--- src/rtl/bicycle_pkg.sv ---
// Shared definitions for the bicycle computer blocks: wheel-emulator FSM
// states, common counter widths and the minimum-period helper.
package bicycle_pkg;

  typedef enum logic [1:0] {
    ST_IDLE,
    ST_BOUNCE,
    ST_HIGH,
    ST_LOW
  } reed_state_t;

  localparam int REV_WIDTH  = 14;
  localparam int DIST_WIDTH = 14;

  // Shortest legal revolution: bounce chatter, solid closure, and at least
  // one open cycle so consecutive closures stay distinguishable.
  function automatic int minp(input int bounce_cycles, input int pulse_cycles);
    return bounce_cycles + pulse_cycles + 1;
  endfunction

endpackage

--- src/rtl/reed_pulse_gen.sv ---
// Wheel emulator: converts a commanded revolution period (clock cycles) into
// a periodic reed-contact waveform with optional leading contact bounce, and
// counts the revolutions it has emitted (saturating).
module reed_pulse_gen #(
  parameter int PERIOD_WIDTH  = 16,
  parameter int PULSE_CYCLES  = 3,
  parameter int BOUNCE_CYCLES = 0,
  parameter int REV_WIDTH     = bicycle_pkg::REV_WIDTH
) (
  input  logic                    clock,
  input  logic                    reset,
  input  logic                    enable,
  input  logic [PERIOD_WIDTH-1:0] period,
  input  logic                    load,
  output logic                    load_ack,
  output logic                    load_err,
  output logic                    reed,
  output logic [REV_WIDTH-1:0]    rev_count,
  output logic                    running
);
  import bicycle_pkg::*;

  // Cycle positions within a revolution (cnt runs 1..active).
  localparam logic [PERIOD_WIDTH-1:0] BOUNCE_END = PERIOD_WIDTH'(BOUNCE_CYCLES);
  localparam logic [PERIOD_WIDTH-1:0] HIGH_END   = PERIOD_WIDTH'(BOUNCE_CYCLES + PULSE_CYCLES);
  localparam logic [PERIOD_WIDTH-1:0] MIN_PERIOD = PERIOD_WIDTH'(minp(BOUNCE_CYCLES, PULSE_CYCLES));
  localparam logic [REV_WIDTH-1:0]    REV_MAX    = '1;
  localparam logic [PERIOD_WIDTH-1:0] CNT_ONE    = PERIOD_WIDTH'(1);

  reed_state_t               state, state_n;
  logic [PERIOD_WIDTH-1:0]   cnt, cnt_n;
  logic [PERIOD_WIDTH-1:0]   active, active_n;
  logic [PERIOD_WIDTH-1:0]   pending, pending_n;
  logic                      pending_valid, pending_valid_n;
  logic                      reed_n;
  logic [REV_WIDTH-1:0]      rev_count_n;
  logic                      load_ack_n, load_err_n;
  logic                      start;
  logic [PERIOD_WIDTH-1:0]   start_period;

  assign running = (state != ST_IDLE);

  // Register all FSM and datapath state; reset clears everything.
  always_ff @(posedge clock) begin
    if (reset) begin
      state         <= ST_IDLE;
      cnt           <= '0;
      active        <= '0;
      pending       <= '0;
      pending_valid <= 1'b0;
      reed          <= 1'b0;
      rev_count     <= '0;
      load_ack      <= 1'b0;
      load_err      <= 1'b0;
    end else begin
      state         <= state_n;
      cnt           <= cnt_n;
      active        <= active_n;
      pending       <= pending_n;
      pending_valid <= pending_valid_n;
      reed          <= reed_n;
      rev_count     <= rev_count_n;
      load_ack      <= load_ack_n;
      load_err      <= load_err_n;
    end
  end

  // Next-state logic: revolution sequencing, bounce shaping, period loading.
  always_comb begin
    state_n         = state;
    cnt_n           = cnt;
    active_n        = active;
    pending_n       = pending;
    pending_valid_n = pending_valid;
    reed_n          = reed;
    rev_count_n     = rev_count;
    load_ack_n      = 1'b0;
    load_err_n      = 1'b0;
    start           = 1'b0;
    start_period    = active;

    unique case (state)
      ST_IDLE: begin
        if (enable && pending_valid && (pending != '0)) begin
          start           = 1'b1;
          start_period    = pending;
          pending_valid_n = 1'b0;
        end
      end

      ST_BOUNCE: begin
        cnt_n = cnt + CNT_ONE;
        if (cnt == BOUNCE_END) begin
          state_n = ST_HIGH;
          reed_n  = 1'b1;
        end else begin
          reed_n  = ~reed;
        end
      end

      ST_HIGH: begin
        cnt_n = cnt + CNT_ONE;
        if (cnt == HIGH_END) begin
          state_n = ST_LOW;
          reed_n  = 1'b0;
        end
      end

      ST_LOW: begin
        if (cnt == active) begin
          // Revolution boundary: decisions use pending as it stood before
          // this edge; a load on this same edge lands for the next boundary.
          if (!enable) begin
            state_n = ST_IDLE;
          end else if (pending_valid) begin
            pending_valid_n = 1'b0;
            if (pending == '0) begin
              state_n = ST_IDLE;
            end else begin
              start        = 1'b1;
              start_period = pending;
            end
          end else begin
            start        = 1'b1;
            start_period = active;
          end
        end else begin
          cnt_n = cnt + CNT_ONE;
        end
      end

      default: state_n = ST_IDLE;
    endcase

    if (start) begin
      active_n = start_period;
      cnt_n    = CNT_ONE;
      reed_n   = 1'b1;
      state_n  = (BOUNCE_CYCLES > 0) ? ST_BOUNCE : ST_HIGH;
      if (rev_count != REV_MAX) begin
        rev_count_n = rev_count + 1'b1;
      end
    end

    // Zero is a legal "stop" request; anything else must fit a full waveform.
    if (load) begin
      if ((period == '0) || (period >= MIN_PERIOD)) begin
        pending_n       = period;
        pending_valid_n = 1'b1;
        load_ack_n      = 1'b1;
      end else begin
        load_err_n      = 1'b1;
      end
    end
  end

endmodule

--- config.mk ---
export PLATFORM = sky130hd
export DESIGN_NAME = reed_pulse_gen
export DESIGN_NICKNAME = d
export VERILOG_FILES = /design/src/rtl/bicycle_pkg.sv /design/src/rtl/reed_pulse_gen.sv
export SDC_FILE = /design/constraint.sdc
export NUM_CORES = 1
export LEC_CHECK = 0
export CORE_ASPECT_RATIO = 0.75
export CORE_MARGIN = 4
export CORE_UTILIZATION = 44
export DETAILED_ROUTE_END_ITERATION = 10
export PLACE_DENSITY = 0.67
export SLEW_MARGIN = 20
export SYNTH_ARGS = -nofsm -noshare
export SYNTH_HDL_FRONTEND = slang
export SYNTH_SLANG_ARGS = --single-unit
--- constraint.sdc ---
create_clock -name clock -period 2.3 [get_ports clock]
set_clock_uncertainty 0.1 [all_clocks]
set_input_delay 0.345 -clock clock [delete_from_list [all_inputs] [get_ports clock]]
set_output_delay 0.345 -clock clock [all_outputs]
set_load 0.1 [all_outputs]
=== Word-level counts from Yosys, hierarchy flattened ===
Cells that the tools add are included.

* Register bits: 68
* Latch bits: 0
* Bits in writable memories: 0
* ROM bits: 0
* Output and inout port bits: 18
* Word-level logic and storage cells: 99
* Memories kept: 0

* Add/sub/neg operators: 2
* Multipliers: 0
* Div/mod/pow operators: 0
* Order comparisons: 1
* Equality and inequality tests: 22
* Shift-type cells: 0
* Mux-type cells: 35
* Bitwise logic cells: 2
* Reductions and logical operators: 26

{| class="wikitable"
|+ Operators with widths
! cell !! count
|-
| 16-bit two-way mux || 6
|-
| 16-bit one-hot mux with 2 select lines || 2
|-
| 16-bit logical NOT || 3
|-
| 3-bit inequality test, second input constant || 6
|-
| 16-bit by 1-bit adder with 16-bit output, second input constant || 1
|-
| 16-bit equality test || 1
|-
| 16-bit by 2-bit equality test with 1-bit output, second input constant || 1
|-
| 16-bit by 3-bit greater-or-equal comparator with 1-bit output, second input constant || 1
|-
| 1-bit two-way mux || 16
|-
| 2-bit inequality test, second input constant || 8
|-
| 16-bit nonzero test || 1
|-
| 14-bit by 1-bit adder with 14-bit output, second input constant || 1
|-
| 2-bit two-way mux || 7
|-
| 14-bit inequality test, second input constant || 1
|-
| 6-bit AND reduction || 2
|-
| 2-bit AND reduction || 5
|-
| 3-bit nonzero test || 3
|-
| 4-bit inequality test, second input constant || 2
|-
| 7-bit AND reduction || 1
|-
| 1-bit one-hot mux with 2 select lines || 3
|-
| 2-bit one-hot mux with 3 select lines || 1
|-
| 2-bit nonzero test || 3
|-
| 2-bit OR reduction || 3
|-
| 2-bit equality test, second input constant || 2
|-
| 6 further kinds || 8
|}

=== Longest topological paths before layout ===
* Depth in word-level cells: 8
* Mapped depth: 9
* Depth with buffers taken out: 8

=== Worst setup path after synthesis ===
No wires, ideal clock.

* Path type: register to register
* Start: register rev_count[1]
* End: register rev_count[1]
* Setup time: 0.115 ns
* Arrival: 2.732 ns
* Required time: 2.085 ns
* Slack: -0.646 ns
* Stages on the path, launching flop included: 9
* Clock period less this slack: 2.946 ns
* Cells stage by stage: dfxtp_1 > ha_1 > buf_1 > nand2_1 > or2_2 > nor2_1 > clkbuf_1 > nor3b_1 > o21a_1

* Longest elaborated chain between the ends: 2
* Elaborated cells on any way between the ends: 3
* Those cells by class: 1 x add/sub; 1 x eq/ne; 1 x reduce/logical

{| class="wikitable"
|+ Ends and longest elaborated chain
! element !! RTL line !! RTL
|-
| start: declaration || reed_pulse_gen.sv:18 || <nowiki>output logic [REV_WIDTH-1:0] rev_count,</nowiki>
|-
| start signal: assignment || reed_pulse_gen.sv:62 || <nowiki>rev_count <= rev_count_n;</nowiki>
|-
| parallel branches: the longest is 2 deep, another holds 14-bit by 1-bit adder with 14-bit output || -- ||
|}

Several ways; the timed one is not identified.
A chain may end at the register's enable or synchronous reset.

=== Final worst setup path ===
* Start: register state[0]
* End: register rev_count[12]

* Longest elaborated chain between the ends: 3
* Elaborated cells on any way between the ends: 4
* Those cells by class: 1 x eq/ne; 1 x mux; 2 x reduce/logical

{| class="wikitable"
|+ Ends and longest elaborated chain
! element !! RTL line !! RTL
|-
| start: declaration || reed_pulse_gen.sv:30 || <nowiki>reed_state_t state, state_n;</nowiki>
|-
| start signal: assignment || reed_pulse_gen.sv:56 || <nowiki>state <= state_n;</nowiki>
|-
| 2-bit equality test or 2-bit logical NOT (tied branches) || reed_pulse_gen.sv:82 || <nowiki>unique case (state)</nowiki>
|-
| 1-bit one-hot mux with 2 select lines (*) || reed_pulse_gen.sv:82 ||
|-
| 2-bit AND reduction (no line) (*) || -- ||
|}

Mark *: on every way between the ends. The rest lies on a longest branch, timed or not.

==> out/metrics.yaml <==
grt:
  grt_max_degree: 33
  antenna_found_initial: 0
  grt_pass1_wl_mm: 14.2
  track_usage_pct: 19.0
  grt-ovfl-total: 0
  grt_pass1_vias: 2987
power_and_ir_drop:
  ir_drop_mv: 0.572
  power_density_nw_per_um2: 786
  power.leakage_nw: 1.66
synth:
  synth_seq_area_share_pct: 39.8
  ys_types: 47
  synth-edff-count: 0
  yosysWarnings: 0
  syn_avg_cell_area_um2: 8.35
  ys_ff_latch: 68
  synth_flop_cell: "dfxtp_1"
  syn_nets: 437
  synthDominantCellAreaShare_pct: 39.8
  syn_area_um2: 3420
  syn_inst: 409
  async_flop_share_pct: 0
  synth_area_leaders: "dfxtp_1, xnor2_1, a21oi_1"
  yosysTopAreaCell: "dfxtp_1"
drt:
  avgRoutedWirePerCell_um: 15.0
  dr.pass1.iters: 4
  via_count: 3294
  drtIter0Drc: 215
  postRouteAntennaNets: 0
  viasPerCell: 5.65
  wl_mm: 8.77
  drc: 0
setup_path:
  reg2reg_depth: 8
  reg2reg_slack_ns: 0.02
  cp-endpoint: "rev_count[12]"
  r2r-end: "rev_count[12]"
  start_kind: "flip-flop"
  reg2reg_from: "state[0]"
  critical_path_class: "flip-flop to flip-flop"
  worstSetupEndpointType: "flip-flop"
  crit_path_start: "state[0]"
  arrival_ns: 2.41
  crit_fanout: 7
  required_ns: 2.42
hold_path:
  hp-class: "input pin to flip-flop"
cells_and_area:
  final-seq-area_um2: 1400
  post_layout_nonfiller_instances: 583
  final_nets: 505
  fillCellCount: 665
  diodes: 0
  drive_gt1_share_pct: 26.6
  multi_input_area_um2: 1970
  area_growth_pct: 32.4
  final_cell_area_um2: 4530
cts:
  cts_tree: "done"
  clockRootBuffer: "clkbuf_8"
  cts_buffer_depth: 2
  clk_latency_ns: 0.34
  ctsHtreeMaxLevel: 3
  cts_buffers: 9
  cts.sinks: 68
  clkTransAtPathRegs_ns: 0.08
  ctsHoldBuffers: 0
timing:
  tns_ns: 0
  max_freq_mhz: 438
  maxSlewViolCount: 0
  rsz0062_at_grt: "yes"
  final.min_clock_period_ns: 2.28
  layout_setup_ws_ns: 0.0155
  setup_violations: 0
  hold_violations: 0
  finalCritPeriodShare_pct: 99.3
  slew_headroom_pct: 65.2
  tightest_slew_ns: 0.508
run_status:
  status: "completed"
floorplan:
  dieHeight_um: 84.3
  die-area_um2: 9250
  core-area_um2: 7430
  row_count: 27
  initial_core_util_pct: 46.0
  die_w_um: 110
  num_io_pins: 38
placed_design:
  hpwl_mm: 6.24
  dp.cells: 561
  place_congestion: 0.817
  io_buffers: 37
  placed_cell_area_um2: 4150
  dp_slack_ns: -0.131
job:
  maxCapViolCount: 0
## state kept, by name, indices dropped and copies added, names as in the netlist
register,flops
active,16
cnt,16
load_ack,1
load_err,1
pending,16
pending_valid,1
reed,1
rev_count,14
state,2
## critical path, stage by stage (launching register included)
cell,delay [ns]
dfxtp_1,0.34
inv_1,0.06
ha_1,0.35
nor2b_2,0.16
and4_1,0.28
a31oi_4,0.08
buf_12,0.17
or3_1,0.33
o311a_1,0.28
## layer usage
layer / global-route usage [%] / routed length [um] / up-vias
met5: 0 / 0 / -
met1: 27.8 / 4190 / 1555
li1: - / - / 1616
met2: 28.2 / 3920 / 110
met4: 4.76 / 84 / 0
met3: 4.15 / 578 / 13
## cell type report
| cell class | instances | area share (%) |
|---|---|---|
| Multi-Input combinational cell | 298 | 43.5 |
| Sequential cell | 68 | 30.9 |
| Timing Repair Buffer | 87 | 17.3 |
| Clock buffer | 10 | 3.04 |
| Tap cell | 101 | 2.79 |
| Clock inverter | 6 | 1.38 |
| Inverter | 13 | 1.08 |
## metrics by stage
stage / power, W / util, % / hold WS (ns)
floorplan: 0.00205 / - / 0.349
global placement: 0.00246 / 55.9 / 0.363
detailed placement: 0.00249 / 55.9 / 0.366
CTS: 0.00349 / 58.7 / 0.309
global route: 0.00375 / 60.9 / 0.350
finish: 0.00356 / 60.9 / 0.335
## how the worst min path moves through the flow
stage | startpoint | to | slack [ns] | depth (start not counted)
after floorplan | pending[5] | pending[5] | 0.35 | 2
after global placement | rev_count[10] | rev_count[10] | 0.36 | 2
after detailed placement | pending[11] | pending[11] | 0.37 | 2
after CTS | reset | pending[0] | 0.31 | 2
after global routing | reset | rev_count[4] | 0.35 | 2
final | reset | pending[0] | 0.34 | 2
## cells in the final DEF, fill, tap and decap left out, types with 3 or more instances in the layout
| cell | netlist | final |
|---|---|---|
| buf_4 | 0 | 61 |
| dfxtp_1 | 68 | 51 |
| a21oi_1 | 48 | 44 |
| nand2_1 | 32 | 32 |
| nand3_1 | 32 | 32 |
| xnor2_1 | 28 | 27 |
| nor2_1 | 25 | 25 |
| clkdlybuf4s50_1 | 0 | 18 |
| o21ai_0 | 17 | 17 |
| inv_1 | 13 | 13 |
| nand4_1 | 12 | 12 |
| dfxtp_2 | 0 | 11 |
| o31ai_1 | 10 | 10 |
| clkbuf_8 | 0 | 10 |
| nor4_1 | 10 | 8 |
| ha_1 | 8 | 8 |
| mux2i_1 | 7 | 7 |
| a211oi_1 | 8 | 7 |
| or4_1 | 9 | 7 |
| and3_1 | 6 | 6 |
| dfxtp_4 | 0 | 6 |
| o21a_1 | 4 | 4 |
| or2_2 | 4 | 4 |
| a21oi_2 | 0 | 4 |
| nor3b_1 | 4 | 4 |
| buf_12 | 0 | 4 |
| nor4_2 | 1 | 3 |
| or3_1 | 3 | 3 |
| mux2_2 | 4 | 3 |
## Yosys cell counts, types with 4 or more instances
cell type,number
or2_2,4
clkbuf_1,20
o21ai_0,17
dfxtp_1,68
ha_1,8
nand4_1,12
nand2_1,32
nor3b_1,4
xnor2_1,28
nor4_1,10
or4_1,9
nand3_1,32
buf_2,8
o21a_1,4
nor2_1,25
o31ai_1,10
inv_1,13
and3_1,6
a211oi_1,8
a21oi_1,48
mux2i_1,7
mux2_2,4
## report_power, final
| group | internal [W] | total (W) | switching (W) |
|---|---|---|---|
| Combinational | 0.000512 | 0.00128 | 0.000765 |
| Clock | 0.000529 | 0.000990 | 0.000461 |
| Sequential | 0.00124 | 0.00129 | 0.0000535 |
| Total | 0.00228 | 0.00356 | 0.00128 |
## cells by family (layout without fill, tap and decap cells)
kind of cell / count (synthesis) / after routing / share of synthesized area [%]
fa+ha+maj: 8 / 8 / 2.93
buf+inv: 43 / 116 / 5.24
simple gates: 147 / 147 / 22.5
compound gates: 103 / 103 / 18.5
xor+xnor: 29 / 29 / 7.65
flops: 68 / 68 / 39.8
mux: 11 / 11 / 3.37
## timing repair
action,4_1_cts,5_1_grt
cloned,0,2
setup buffers,0,4
endpoints found under the hold margin,0,0
endpoints found under the setup margin,3,44
resized for setup,4,18
pin swaps,4,21
No activity file was read; power rests on OpenSTA's default activity.
